<file path="config.mk">
export PLATFORM = sky130hd
export DESIGN_NAME = clock_div_ctrl
export DESIGN_NICKNAME = d
export VERILOG_FILES = /design/src/rtl/clock_div_ctrl_pkg.sv /design/src/rtl/rr_arbiter.sv /design/src/rtl/clock_div_ctrl.sv
export SDC_FILE = /design/constraint.sdc
export NUM_CORES = 1
export LEC_CHECK = 0
export CAP_MARGIN = 20
export CORE_MARGIN = 8
export CORE_UTILIZATION = 44
export CTS_CLUSTER_DIAMETER = 30
export DETAILED_ROUTE_END_ITERATION = 10
export GPL_TIMING_DRIVEN = 0
export PLACE_DENSITY = 0.7
export SETUP_SLACK_MARGIN = 0.1
export SYNTH_ARGS = -nofsm -noshare
export SYNTH_HDL_FRONTEND = slang
export SYNTH_SLANG_ARGS = --single-unit
</file>
<file path="constraint.sdc">
create_clock -name CLK -period 2.2 [get_ports CLK]
set_input_delay 0.66 -clock CLK [delete_from_list [all_inputs] [get_ports CLK]]
set_output_delay 0.66 -clock CLK [all_outputs]
set_load 0.02 [all_outputs]
</file>
<file path="src/rtl/clock_div_ctrl_pkg.sv">
// Shared types and constants for the clock divider ratio controller.
// Legal divider codes select /2, /4 and /8.
package clock_div_ctrl_pkg;

  typedef enum logic [2:0] {
    StIdle,
    StHold,
    StSettle,
    StAck,
    StNack
  } state_e;

  localparam logic [2:0] Div2 = 3'd1;
  localparam logic [2:0] Div4 = 3'd2;
  localparam logic [2:0] Div8 = 3'd4;

  function automatic logic div_legal(input logic [2:0] code);
    return (code == Div2) || (code == Div4) || (code == Div8);
  endfunction

endpackage

</file>
<file path="src/rtl/rr_arbiter.sv">
// Combinational round-robin arbiter: first set request at or after ptr_i wins.
// Shared by slow-control resources that serialise requesters.
module rr_arbiter #(
  parameter int unsigned NReq = 2
) (
  input  logic [NReq-1:0] req_i,
  input  logic [2:0]      ptr_i,
  output logic [NReq-1:0] grant_o,
  output logic [2:0]      idx_o,
  output logic            valid_o
);

  always_comb begin
    int unsigned j;
    logic        found;
    grant_o = '0;
    idx_o   = '0;
    found   = 1'b0;
    j       = 0;
    for (int unsigned k = 0; k < NReq; k++) begin
      j = (32'(ptr_i) + k) % NReq;
      if (!found && req_i[j]) begin
        found      = 1'b1;
        grant_o[j] = 1'b1;
        idx_o      = 3'(j);
      end
    end
    valid_o = found;
  end

endmodule

</file>
<file path="src/rtl/clock_div_ctrl.sv">
// Sole owner of one clock_div's div/RST inputs: arbitrates ratio-change requests and
// sequences each switch as reset, load, hold, release, settle, acknowledge.
module clock_div_ctrl
  import clock_div_ctrl_pkg::*;
#(
  parameter int unsigned N_REQ         = 2,
  parameter int unsigned HOLD_CYCLES   = 4,
  parameter int unsigned SETTLE_CYCLES = 16,
  parameter logic [2:0]  DEFAULT_DIV   = 3'd1
) (
  input  logic               CLK,
  input  logic               RST,
  input  logic [N_REQ-1:0]   req,
  input  logic [3*N_REQ-1:0] req_div,
  output logic [N_REQ-1:0]   ack,
  output logic [N_REQ-1:0]   nack,
  output logic [2:0]         div,
  output logic               div_rst,
  output logic               locked,
  output logic               busy,
  output logic [2:0]         grant_id
);

  localparam int unsigned MaxCycles = (HOLD_CYCLES > SETTLE_CYCLES) ? HOLD_CYCLES : SETTLE_CYCLES;
  localparam int unsigned CntW      = $clog2(MaxCycles + 1);
  localparam logic [CntW-1:0] HoldLoad   = CntW'(HOLD_CYCLES - 1);
  localparam logic [CntW-1:0] SettleLoad = CntW'(SETTLE_CYCLES - 1);

  state_e           state_q, state_d;
  logic [CntW-1:0]  cnt_q, cnt_d;
  logic [2:0]       div_q, div_d;
  logic             div_rst_q, div_rst_d;
  logic             locked_q, locked_d;
  logic             busy_q, busy_d;
  logic [N_REQ-1:0] ack_q, ack_d;
  logic [N_REQ-1:0] nack_q, nack_d;
  logic [2:0]       gid_q, gid_d;
  logic [N_REQ-1:0] gnt_q, gnt_d;
  logic [2:0]       ptr_q, ptr_d;
  logic             bringup_q, bringup_d;

  logic [N_REQ-1:0] arb_gnt;
  logic [2:0]       arb_idx;
  logic             arb_valid;
  logic [2:0]       sel_code;
  logic [2:0]       ptr_next;

  rr_arbiter #(
    .NReq (N_REQ)
  ) u_arb (
    .req_i   (req),
    .ptr_i   (ptr_q),
    .grant_o (arb_gnt),
    .idx_o   (arb_idx),
    .valid_o (arb_valid)
  );

  always_comb begin
    sel_code = '0;
    for (int unsigned i = 0; i < N_REQ; i++) begin
      if (arb_gnt[i]) begin
        sel_code = req_div[3*i +: 3];
      end
    end
    ptr_next = (arb_idx == 3'(N_REQ - 1)) ? 3'd0 : arb_idx + 3'd1;
  end

  always_comb begin
    state_d   = state_q;
    cnt_d     = cnt_q;
    div_d     = div_q;
    div_rst_d = div_rst_q;
    locked_d  = locked_q;
    ack_d     = '0;
    nack_d    = '0;
    gid_d     = gid_q;
    gnt_d     = gnt_q;
    ptr_d     = ptr_q;
    bringup_d = bringup_q;

    unique case (state_q)
      StIdle: begin
        if (arb_valid) begin
          gid_d = arb_idx;
          gnt_d = arb_gnt;
          ptr_d = ptr_next;
          if (!div_legal(sel_code)) begin
            state_d = StNack;
            nack_d  = arb_gnt;
          end else if (sel_code == div_q) begin
            // Ratio already live: acknowledge without disturbing the divider.
            state_d  = StAck;
            ack_d    = arb_gnt;
            locked_d = 1'b1;
          end else begin
            state_d   = StHold;
            div_d     = sel_code;
            div_rst_d = 1'b1;
            locked_d  = 1'b0;
            cnt_d     = HoldLoad;
          end
        end
      end
      StHold: begin
        if (cnt_q == '0) begin
          state_d   = StSettle;
          div_rst_d = 1'b0;
          cnt_d     = SettleLoad;
        end else begin
          cnt_d = cnt_q - 1'b1;
        end
      end
      StSettle: begin
        if (cnt_q == '0) begin
          locked_d = 1'b1;
          if (bringup_q) begin
            // Power-on bring-up has no requester to acknowledge.
            state_d   = StIdle;
            bringup_d = 1'b0;
          end else begin
            state_d = StAck;
            ack_d   = gnt_q;
          end
        end else begin
          cnt_d = cnt_q - 1'b1;
        end
      end
      StAck:   state_d = StIdle;
      StNack:  state_d = StIdle;
      default: state_d = StIdle;
    endcase

    busy_d = (state_d != StIdle);
  end

  // Reset lands directly in HOLD with the counter armed as on a normal HOLD entry.
  always_ff @(posedge CLK or posedge RST) begin
    if (RST) begin
      state_q   <= StHold;
      cnt_q     <= HoldLoad;
      div_q     <= DEFAULT_DIV;
      div_rst_q <= 1'b1;
      locked_q  <= 1'b0;
      busy_q    <= 1'b1;
      ack_q     <= '0;
      nack_q    <= '0;
      gid_q     <= '0;
      gnt_q     <= '0;
      ptr_q     <= '0;
      bringup_q <= 1'b1;
    end else begin
      state_q   <= state_d;
      cnt_q     <= cnt_d;
      div_q     <= div_d;
      div_rst_q <= div_rst_d;
      locked_q  <= locked_d;
      busy_q    <= busy_d;
      ack_q     <= ack_d;
      nack_q    <= nack_d;
      gid_q     <= gid_d;
      gnt_q     <= gnt_d;
      ptr_q     <= ptr_d;
      bringup_q <= bringup_d;
    end
  end

  assign ack      = ack_q;
  assign nack     = nack_q;
  assign div      = div_q;
  assign div_rst  = div_rst_q;
  assign locked   = locked_q;
  assign busy     = busy_q;
  assign grant_id = gid_q;

endmodule
</file>
==> results of run 1 <==
## sequential cells by signal (all words and copies together) (netlist names)
name,count
grant_id,1
locked,1
bringup_q,1
div,3
div_rst,1
ptr_q,1
gnt_q,2
ack,2
busy,1
cnt_q,5
nack,2
state_q,3
## cells in the final DEF, fill, tap and decap left out, types with 5 or more instances in the layout
master           instances
buf_4                    9
o21ai_0                  7
o21ai_1                  7
nand3_1                  5
nor2_1                  12
nand2_1                 11
nor3_1                   8
clkdlybuf4s50_1          9
inv_1                    8
dfstp_2                  7
dfrtp_1                 16
dlymetal6s2s_1           5
## timing repair
item | 4_1_cts | 5_1_grt
buffers inserted | 2 | 5
resized for setup | 11 | 21
endpoints found under the setup margin | 20 | 9
hold buffers | 0 | 0
pin swaps | 2 | 8
## through the flow
step           util [%]  instances
2_1_floorplan         -        143
3_3_place_gp       53.3        195
3_5_place_dp       53.3        195
4_1_cts            55.3        201
5_1_grt            58.9        206
6_report           58.9        206
## cells by family (layout without fill, tap and decap cells)
| kind of cell | after synthesis | in the layout |
|---|---|---|
| other | 1 | 2 |
| DFF | 23 | 23 |
| AOI/OAI and AO/OA | 38 | 38 |
| muxes | 3 | 3 |
| buffers and inverters | 15 | 45 |
| adders and majority gates | 1 | 1 |
| xor gates and xnor gates | 2 | 2 |
| and+or+nand+nor | 59 | 59 |
## tightest hold or removal path: cells and delay by family, from the launching register on
kind	cells	cell delay, ns
DFF	1	0.39
AOI/OAI and AO/OA	1	0.05
buffers and inverters	1	0.04
## layer usage
| metal | share of wire (%) | vias up |
|---|---|---|
| met5 | 0 | - |
| met4 | 1.9 | 0 |
| met3 | 4.6 | 7 |
| met2 | 49 | 25 |
| met1 | 44 | 555 |
| li1 | - | 572 |
## layout make-up
| cell class | instances | area [um2] |
|---|---|---|
| inverters | 8 | 30.0 |
| clock buffers | 3 | 22.5 |
| repair buffers | 26 | 245 |
| multi-input cells | 105 | 754 |
| well taps | 33 | 41.3 |
| clock inverters | 1 | 7.51 |
| plain buffers | 7 | 53.8 |
| flip-flops and latches | 23 | 584 |
| fillers | 247 | 1210 |
## power by group
part           leakage [nW]  internal, mW  total [mW]  switching (mW)
clock                0.0139        0.0698       0.213           0.143
combinational         0.499         0.658        1.52           0.860
sequential            0.280         0.629       0.756           0.127
## final timing paths
| check | to | cells after the start |
|---|---|---|
| max in group asynchronous | div[1] | 2 |
| hold / removal | div_rst | 2 |
| setup reg to reg | div[0] | 6 |
| hold reg to reg | div_rst | 2 |
| setup / recovery | div[0] | 6 |
| min in group asynchronous | ack[1] | 2 |
==> results.ini, run 1 <==
[global_routing]
grt_use_met2_pct=21.1
met1_usage_pct=13.9
use_met3_pct=3.11
grt_pass1_wl_mm=5.04
grt_pass1_vias=1141
top_usage_layer=met2
grt-ovfl-total=0
grt_usage_pct=12.2
grt_max_degree=24
antenna_found_initial=0

[hold_path]
hp-class=flip-flop to flip-flop
hp-start=div_rst

[pwr]
ir_drop_mv=0.793
leakage_nw=0.793
power_mw=2.49
power_density_mw_per_mm2=1430

[drt]
wirelength_mm=3.18
wire_per_inst_um=15.5
ant_nets=0
drc=0
vias=1159
vias_per_cell=5.63
first_pass_iters=4
drt-initial-drc-count=83

[setup_path]
reg2reg_from=ptr_q[0]
critPathRequiredTime_ns=2.48
cp_cell_sequence=clkdlybuf4s50_1 -> a32o_2 -> xnor2_2 -> a21oi_2 -> or3_4 -> mux2_4
slowest_delay_ns=0.42
worstPathArrival_ns=2.38
cp-start-kind=input pin
critPathLaunch=req_div[2]
criticalPathCategory=input pin to flip-flop
rrSetupSlack_ns=0.1
cp-end-kind=flip-flop
cp_top_family=simple AND/OR/NAND/NOR gates
cpMaxStageDelayCell=or3_4
crit_fanout=4
critPathBufInv=1

[cells_and_area]
diodes=0
drive_gt1_share_pct=24.9
design.final.nets=185
fin_area_mm2=0.00174
area_delta_synth_final_pct=31.1

[clocking]
clock_sinks=23
cts_htree_levels=1
cts_tree=done
clk_path_buf_depth=2
clock_latency_ns=0.33
root_buffer=clkbuf_4
cts_buffers=3
path_clk_slew_ns=0.14

[floorplan]
dieArea_mm2=0.00503
dieHeight_um=70.9
core.rowCount=20
die_w_um=70.9
initial_core_util_pct=44.9
io_pins=23
core-area_mm2=0.00295

[synth]
syn_inst=142
synth-xor-area-share_pct=1.89
syn_area_mm2=0.00133
yosysTopAreaCellShare_pct=30.2
postSynthAreaPerCell_um2=9.34
synthAdderAreaFrac_pct=0.943
synth_edf_count=0
yosysMostFrequentCell=dfrtp_1
yosysSeqAreaShare_pct=44.1
synth_common_cells=16 x dfrtp_1, 12 x nand2_1, 12 x nor2_1, 10 x nor3_1, 9 x o21ai_0
synth_compound_area_share_pct=21.2
ys.flop_type=dfrtp_1
yosysTopAreaCell=dfrtp_1
muxShareOfSynthArea_pct=2.74
ys_ff_latch=23
yosys_warnings=0
synthArstFlopShare_pct=100
synth.distinct_cells=45
synthTopCellsByArea=dfrtp_1 30%, dfstp_2 14%, nor3_1 3.8%
synthSimpleGateAreaFrac_pct=23.8
synth_top_family_by_area=simple AND/OR/NAND/NOR gates

[timing]
hold_ws_ns=0.470
skew_ns=0.00113
post-route-period-util_pct=95.6
clock.fmax_mhz=475
final_max_slew_viol_count=0
tightestPinTransition_ns=0.895
fin_crit_ns=2.10
tns_ns=0
hold_viol=0
setup_slack_ns=0.0962
slew-limit-headroom_pct=40.3
rsz0062_at_grt=true
finalSetupViolCount=0

[job]
maxCapViolCount=0

[place]
post-dp-hpwl_mm=2.26
dpl-instance-area_mm2=0.00158
gp_congestion=0.873
numPortBuffers=19
place_ws_ns=-0.741

[run_status]
outcome=completed

Note: power is estimated with default switching activity, not from simulation.
==> run 2, diff against run 1 <==
ABC_CLOCK_PERIOD_IN_PS = 2200   (was default)
==> results of run 2 <==
The final DEF is identical to that of run 1; final timing and power are the same.
